[src/rtl/dmem_arb_pkg.sv]
// Shared types for the data-memory arbiter: requester ids, FSM states and
// pointer helpers.
package dmem_arb_pkg;

  localparam int REQ_N = 3;

  typedef enum logic [1:0] {
    REQ_S = 2'd0,
    REQ_V = 2'd1,
    REQ_H = 2'd2
  } req_id_t;

  typedef enum logic [1:0] {
    ARB     = 2'd0,
    HLOCK   = 2'd1,
    RELEASE = 2'd2
  } arb_state_t;

  // Next round-robin start position after a grant to id (mod 3).
  function automatic logic [1:0] rr_next(input logic [1:0] id);
    logic [1:0] nxt;
    if (id == 2'd2) begin
      nxt = 2'd0;
    end else begin
      nxt = id + 2'd1;
    end
    return nxt;
  endfunction

endpackage

[src/rtl/rr_pick3.sv]
// Combinational 3-way round-robin picker: the first unmasked requester at or
// after ptr wins; result is one-hot (all zero when nobody is eligible).
module rr_pick3 (
  input  logic [2:0] req,
  input  logic [2:0] mask,
  input  logic [1:0] ptr,
  output logic [2:0] win
);

  logic [2:0] elig_s;
  logic [2:0] rot_s;
  logic [2:0] first_s;

  // Rotate so ptr sits at bit 0, take the lowest set bit, rotate back.
  always_comb begin
    elig_s = req & ~mask;
    case (ptr)
      2'd0:    rot_s = elig_s;
      2'd1:    rot_s = {elig_s[0], elig_s[2:1]};
      2'd2:    rot_s = {elig_s[1:0], elig_s[2]};
      default: rot_s = elig_s;
    endcase
    if (rot_s[0]) begin
      first_s = 3'b001;
    end else if (rot_s[1]) begin
      first_s = 3'b010;
    end else if (rot_s[2]) begin
      first_s = 3'b100;
    end else begin
      first_s = 3'b000;
    end
    case (ptr)
      2'd0:    win = first_s;
      2'd1:    win = {first_s[1:0], first_s[2]};
      2'd2:    win = {first_s[0], first_s[2:1]};
      default: win = first_s;
    endcase
  end

endmodule

[src/rtl/dmem_arbiter.sv]
// Round-robin data-memory arbiter for scalar (S), vector (V) and host (H)
// requesters with host lock. Optional grant/conflict counters: DMEM_ARB_PERF_EN.
module dmem_arbiter
  import dmem_arb_pkg::*;
#(
  parameter int ADDR_W   = 32,
  parameter int SDATA_W  = 16,
  parameter int VDATA_W  = 256,
  parameter int LOCK_MAX = 64
) (
  input  logic               clk,
  input  logic               rst_n,
  input  logic               s_req,
  input  logic               v_req,
  input  logic               h_req,
  input  logic               s_we,
  input  logic               v_we,
  input  logic               h_we,
  input  logic [ADDR_W-1:0]  s_addr,
  input  logic [ADDR_W-1:0]  v_addr,
  input  logic [ADDR_W-1:0]  h_addr,
  input  logic [SDATA_W-1:0] s_wdata,
  input  logic [SDATA_W-1:0] h_wdata,
  input  logic [VDATA_W-1:0] v_wdata,
  input  logic               h_lock,
  output logic               s_gnt,
  output logic               v_gnt,
  output logic               h_gnt,
  output logic               s_rvalid,
  output logic               v_rvalid,
  output logic               h_rvalid,
  output logic [SDATA_W-1:0] s_rdata,
  output logic [SDATA_W-1:0] h_rdata,
  output logic [VDATA_W-1:0] v_rdata,
  output logic               mem_we,
  output logic               mem_src_sel,
  output logic [ADDR_W-1:0]  mem_addr,
  output logic [SDATA_W-1:0] mem_wdata_a,
  output logic [VDATA_W-1:0] mem_wdata_b,
  input  logic [SDATA_W-1:0] mem_q_a,
  input  logic [VDATA_W-1:0] mem_q_b
`ifdef DMEM_ARB_PERF_EN
  ,
  input  logic               perf_clr,
  output logic [31:0]        perf_s_cnt,
  output logic [31:0]        perf_v_cnt,
  output logic [31:0]        perf_h_cnt,
  output logic [31:0]        perf_conflict_cnt
`endif
);

  localparam int CNT_W = (LOCK_MAX > 1) ? $clog2(LOCK_MAX) : 1;

  arb_state_t       state_r, state_s;
  logic [1:0]       rr_ptr_r, rr_ptr_s;
  logic [CNT_W-1:0] lock_cnt_r, lock_cnt_s;
  logic             rd_pend_r;
  logic [1:0]       rd_owner_r;
  logic [2:0]       req_s, mask_s, win_s;
  logic [1:0]       win_id_s;
  logic             any_gnt_s;

  assign req_s = {h_req, v_req, s_req};

  // Lock states restrict who may compete: HLOCK admits only H, RELEASE excludes H.
  always_comb begin
    case (state_r)
      ARB:     mask_s = 3'b000;
      HLOCK:   mask_s = 3'b011;
      RELEASE: mask_s = 3'b100;
      default: mask_s = 3'b111;
    endcase
  end

  rr_pick3 u_pick (
    .req  (req_s),
    .mask (mask_s),
    .ptr  (rr_ptr_r),
    .win  (win_s)
  );

  assign s_gnt     = win_s[0];
  assign v_gnt     = win_s[1];
  assign h_gnt     = win_s[2];
  assign any_gnt_s = |win_s;

  // Steer the winner's request onto the memory port; idle port drives zeros.
  always_comb begin
    mem_we      = 1'b0;
    mem_src_sel = 1'b0;
    mem_addr    = '0;
    mem_wdata_a = '0;
    mem_wdata_b = '0;
    win_id_s    = REQ_S;
    if (win_s[0]) begin
      mem_we      = s_we;
      mem_addr    = s_addr;
      mem_wdata_a = s_wdata;
      win_id_s    = REQ_S;
    end else if (win_s[1]) begin
      mem_we      = v_we;
      mem_src_sel = 1'b1;
      mem_addr    = v_addr;
      mem_wdata_b = v_wdata;
      win_id_s    = REQ_V;
    end else if (win_s[2]) begin
      mem_we      = h_we;
      mem_addr    = h_addr;
      mem_wdata_a = h_wdata;
      win_id_s    = REQ_H;
    end else begin
      win_id_s    = REQ_S;
    end
  end

  // Next-state logic; lock_cnt counts locked H grants including the one that took the lock.
  always_comb begin
    state_s    = state_r;
    rr_ptr_s   = rr_ptr_r;
    lock_cnt_s = lock_cnt_r;
    case (state_r)
      ARB: begin
        if (any_gnt_s) begin
          rr_ptr_s = rr_next(win_id_s);
          if (win_s[2] && h_lock) begin
            state_s    = HLOCK;
            lock_cnt_s = CNT_W'(1);
          end else begin
            state_s    = ARB;
          end
        end else begin
          rr_ptr_s = rr_ptr_r;
        end
      end
      HLOCK: begin
        if (!h_lock) begin
          state_s    = ARB;
          lock_cnt_s = '0;
        end else if (win_s[2]) begin
          if (lock_cnt_r == CNT_W'(LOCK_MAX - 1)) begin
            state_s    = RELEASE;
            lock_cnt_s = '0;
          end else begin
            lock_cnt_s = lock_cnt_r + CNT_W'(1);
          end
        end else begin
          state_s = HLOCK;
        end
      end
      RELEASE: begin
        state_s = ARB;
      end
      default: begin
        state_s    = ARB;
        lock_cnt_s = '0;
      end
    endcase
  end

  // FSM, pointer and pending-read registers.
  always_ff @(posedge clk or negedge rst_n) begin
    if (!rst_n) begin
      state_r    <= ARB;
      rr_ptr_r   <= REQ_S;
      lock_cnt_r <= '0;
      rd_pend_r  <= 1'b0;
      rd_owner_r <= REQ_S;
    end else begin
      state_r    <= state_s;
      rr_ptr_r   <= rr_ptr_s;
      lock_cnt_r <= lock_cnt_s;
      rd_pend_r  <= any_gnt_s & ~mem_we;
      rd_owner_r <= win_id_s;
    end
  end

  assign s_rvalid = rd_pend_r && (rd_owner_r == REQ_S);
  assign v_rvalid = rd_pend_r && (rd_owner_r == REQ_V);
  assign h_rvalid = rd_pend_r && (rd_owner_r == REQ_H);
  assign s_rdata  = s_rvalid ? mem_q_a : '0;
  assign h_rdata  = h_rvalid ? mem_q_a : '0;
  assign v_rdata  = v_rvalid ? mem_q_b : '0;

`ifdef DMEM_ARB_PERF_EN
  logic conflict_s;
  assign conflict_s = (s_req & v_req) | (s_req & h_req) | (v_req & h_req);

  // Saturating grant and conflict counters.
  always_ff @(posedge clk or negedge rst_n) begin
    if (!rst_n) begin
      perf_s_cnt        <= 32'd0;
      perf_v_cnt        <= 32'd0;
      perf_h_cnt        <= 32'd0;
      perf_conflict_cnt <= 32'd0;
    end else if (perf_clr) begin
      perf_s_cnt        <= 32'd0;
      perf_v_cnt        <= 32'd0;
      perf_h_cnt        <= 32'd0;
      perf_conflict_cnt <= 32'd0;
    end else begin
      if (win_s[0] && (perf_s_cnt != 32'hFFFF_FFFF)) perf_s_cnt <= perf_s_cnt + 32'd1;
      if (win_s[1] && (perf_v_cnt != 32'hFFFF_FFFF)) perf_v_cnt <= perf_v_cnt + 32'd1;
      if (win_s[2] && (perf_h_cnt != 32'hFFFF_FFFF)) perf_h_cnt <= perf_h_cnt + 32'd1;
      if (conflict_s && (perf_conflict_cnt != 32'hFFFF_FFFF))
        perf_conflict_cnt <= perf_conflict_cnt + 32'd1;
    end
  end
`endif

endmodule

[config.mk]
export PLATFORM = sky130hd
export DESIGN_NAME = dmem_arbiter
export DESIGN_NICKNAME = d
export VERILOG_FILES = /design/src/rtl/dmem_arb_pkg.sv /design/src/rtl/rr_pick3.sv /design/src/rtl/dmem_arbiter.sv
export SDC_FILE = /design/constraint.sdc
export NUM_CORES = 1
export LEC_CHECK = 0
export ABC_CLOCK_PERIOD_IN_PS = 3100
export BUFFER_PORTS_ARGS = -buffer_cell sky130_fd_sc_hd__buf_2
export CAP_MARGIN = 20
export CORE_AREA = 2 2 486 488
export DETAILED_ROUTE_END_ITERATION = 8
export DIE_AREA = 0 0 488 490
export PLACE_DENSITY_LB_ADDON = 0.15
export SKIP_CTS_REPAIR_TIMING = 1
export SYNTH_ARGS = -nofsm -noshare
export SYNTH_HDL_FRONTEND = slang
export SYNTH_HIERARCHICAL = 1
export SYNTH_SLANG_ARGS = --single-unit
[constraint.sdc]
create_clock -name clk -period 3.1 [get_ports clk]
set_clock_uncertainty 0.1 [all_clocks]
set_input_delay 0.775 -clock clk [delete_from_list [all_inputs] [get_ports clk]]
set_output_delay 0.775 -clock clk [all_outputs]
set_load 0.05 [all_outputs]
==> run_results.csv <==
group,metric,value,unit
min_path,hp-class,"in -> async",
synth,synth-xor-area-share,0,%
clocking,cts_buffer_depth,2,
clocking,cts_tree,"done",
synth,ys.flop_type,"dfrtp_1",
sta,fin_crit,3.40,ns
clocking,clk_latency,0.24,ns
sta,fmax,0.294,GHz
floorplan,start_util,2.28,%
drt,first_pass_iters,5,
floorplan,die_h,490,um
clocking,cts.sinks,13,
synth,synth.most_common_cell,"and2_1",
synth,synthSimpleGateAreaFrac,71.4,%
worst_setup_path,r2r-start,"rr_ptr_r[0]",
finish,layout.cells.non_filler,5316,
sta,rsz0062_at_grt,"true",
synth,ys_warn_count,6,
worst_setup_path,crit_fanout,8,
worst_setup_path,worstSetupPathType,"in -> out",
drt,drc,0,
drt,wl,166,mm
sta,slew_headroom,65.9,%
clocking,numCtsBuffers,3,
worst_setup_path,rr_endpoint,"rd_pend_r",
pwr,p_per_area,1050,nW/um^2
worst_setup_path,crit_arrival,2.52,ns
pwr,ir_worst_vdd,0.794,mV
global_route,grt_max_degree,83,
status,violations,"negative setup slack",
global_route,grt-ovfl-total,0,
synth,syn_avg_cell_area,6.37,sq um
global_route,grt_pass1_wl,188,mm
status,status,"finished, violations left",
synth,synthTopCellsByCount,"and2_1 (544), nand2_1 (41), o21ai_0 (41), a22oi_1 (33), clkbuf_1 (30)",
synth,synth_top_area_share,63.7,%
finish,syn_to_final_growth,330,%
sta,hold_viol,0,
pwr,p_leak,10.3,nW
worst_setup_path,startpoint_type,"input port",
synth,synth_compound_area_share,13.9,%
global_route,grt_usage,12.9,%
finish,fin_nets,2800,
place,hpwl,155,mm
clocking,htreeDepth,1,
global_route,antenna_found_initial,250,
place,dp.cells,5237,
synth,synth-adder-area-share,0.937,%
synth,yosysTopAreaCell,"and2_1",
flow_run,cap_violations,0,
clocking,cts_root_buf,"clkbuf_16",
synth,synth.net_count,1508,
sta,slew_violations,0,
place,place.gp.congestion,0.941,
worst_setup_path,end_kind,"output pin",
finish,layout-drive-gt1-share,81.1,%
clocking,clkSlewWorstSetupHoldPaths,0.05,ns
drt,vias_per_cell,2.34,
floorplan,io_pins,1265,
floorplan,rows,178,
synth,synthCells,839,
sta,setup-tns-final,-65.94,ns
sta,fin_crit_sh,110,%
floorplan,die_x,488,um
synth,synth_cell_type_count,37,
sta,worstMarginPinSlew,0.514,ns
worst_setup_path,r2r_slack,0.59,ns
synth,yosysSeqAreaShare,6.09,%
synth,synth_mux_area_share,0,%
drt,routedWlPerCell,31.1,um
worst_setup_path,reg2reg_depth,12,
drt,route.vias.total,12500,
drt,drt_iter0_drc,420,
global_route,grt_pass1_vias,12500,
synth,synth_seq_cells,13,
synth,synth_top_family_by_area,"simple AND/OR/NAND/NOR gates",
drt,drt.antenna.violating_nets,0,
place,portBuffers,1264,
synth,synth-edff-count,0,
floorplan,core,234000,sq um
synth,synth_area,5340,sq um
floorplan,die_area,239000,sq um
sta,setup_ws,-0.298,ns
synth,synthTopCellsByArea,"and2_1 (64%), dfrtp_1 (6.1%), a22oi_1 (4.6%)",
synth,ys_async_sr_fraction,100,%
sta,finalSetupViolCount,307,
pwr,power,24.1,mW
worst_setup_path,worstPathRequired,2.22,ns
==> routing by layer <==
layer,share of wire (%),GRT usage (%)
met4,2.4,2.04
met3,15,8.21
met5,0.41,0
met2,44,21.1
met1,38,14.3
==> cells in the final DEF (no fill, tap or decap), drive strengths merged, types with 10 or more instances in the layout <==
master / synthesis / routed
a22o: 17 / 17
a22oi: 34 / 34
and2: 544 / 544
buf: 26 / 1347
clkbuf: 56 / 26
dfrtp: 13 / 13
diode: 0 / 36
nand2: 41 / 41
nor2: 10 / 10
o21ai: 42 / 42
==> kinds of logic (layout without fill, tap and decap cells) <==
| kind of cell | after synthesis | in the layout |
|---|---|---|
| AOI/OAI and AO/OA | 111 | 111 |
| adders and majority gates | 4 | 4 |
| other | 0 | 36 |
| DFF | 13 | 13 |
| buffers and inverters | 87 | 1378 |
| and+or+nand+nor | 624 | 624 |
==> critical path, stage by stage <==
cell and delay, ns:
buf_8 0.12, nor2b_4 0.14, nand2b_4 0.15, o22ai_4 0.20, nor2b_4 0.20, buf_12 0.17
buf_16 0.17, clkbuf_16 0.21, and2_4 0.17, buf_12 0.14
==> flip-flops by register name (all words and copies together) (netlist names) <==
signal,count
lock_cnt_r,6
rd_owner_r,2
rd_pend_r,1
state_r,2
rr_ptr_r,2
==> report_power, final <==
group          internal, mW  switching, mW
combinational          9.76           13.8
sequential            0.218         0.0616
clock                 0.174         0.0756
total                  10.2           14.0
==> final cells by class <==
type	count	area [sq um]
tap	3150	3940
timing repair buffer	1369	12600
fill	27300	211000
antenna	36	90.1
clock buffer	4	78.8
inverter	5	21.3
sequential	13	328
multi-input combinational	739	5910
==> worst max path at each step <==
stage                startpoint  cells past startpoint                to
finish                    s_req                     10  mem_wdata_b[233]
global route        rr_ptr_r[1]                     12   mem_wdata_b[75]
CTS                       s_req                      9   mem_wdata_b[79]
detailed placement        s_req                      9   mem_wdata_b[79]
global placement          s_req                     10            mem_we
floorplan                 v_req                      9      mem_addr[23]
==> metrics by stage <==
| stage | setup slack [ns] | hold WS (ns) | instance area [sq um] | utilization [%] |
|---|---|---|---|---|
| 3_3_place_gp | -0.569 | 0.429 | 20400 | 8.72 |
| 6_report | -0.298 | 0.342 | 23000 | 9.81 |
| 5_1_grt | -0.362 | 0.357 | 22900 | 9.79 |
| 4_1_cts | -0.513 | 0.349 | 20500 | 8.76 |
| 3_5_place_dp | -0.509 | 0.434 | 20400 | 8.72 |
| 2_1_floorplan | -0.206 | 0.379 | 6520 | - |
Power figures use the tool's default switching activity.
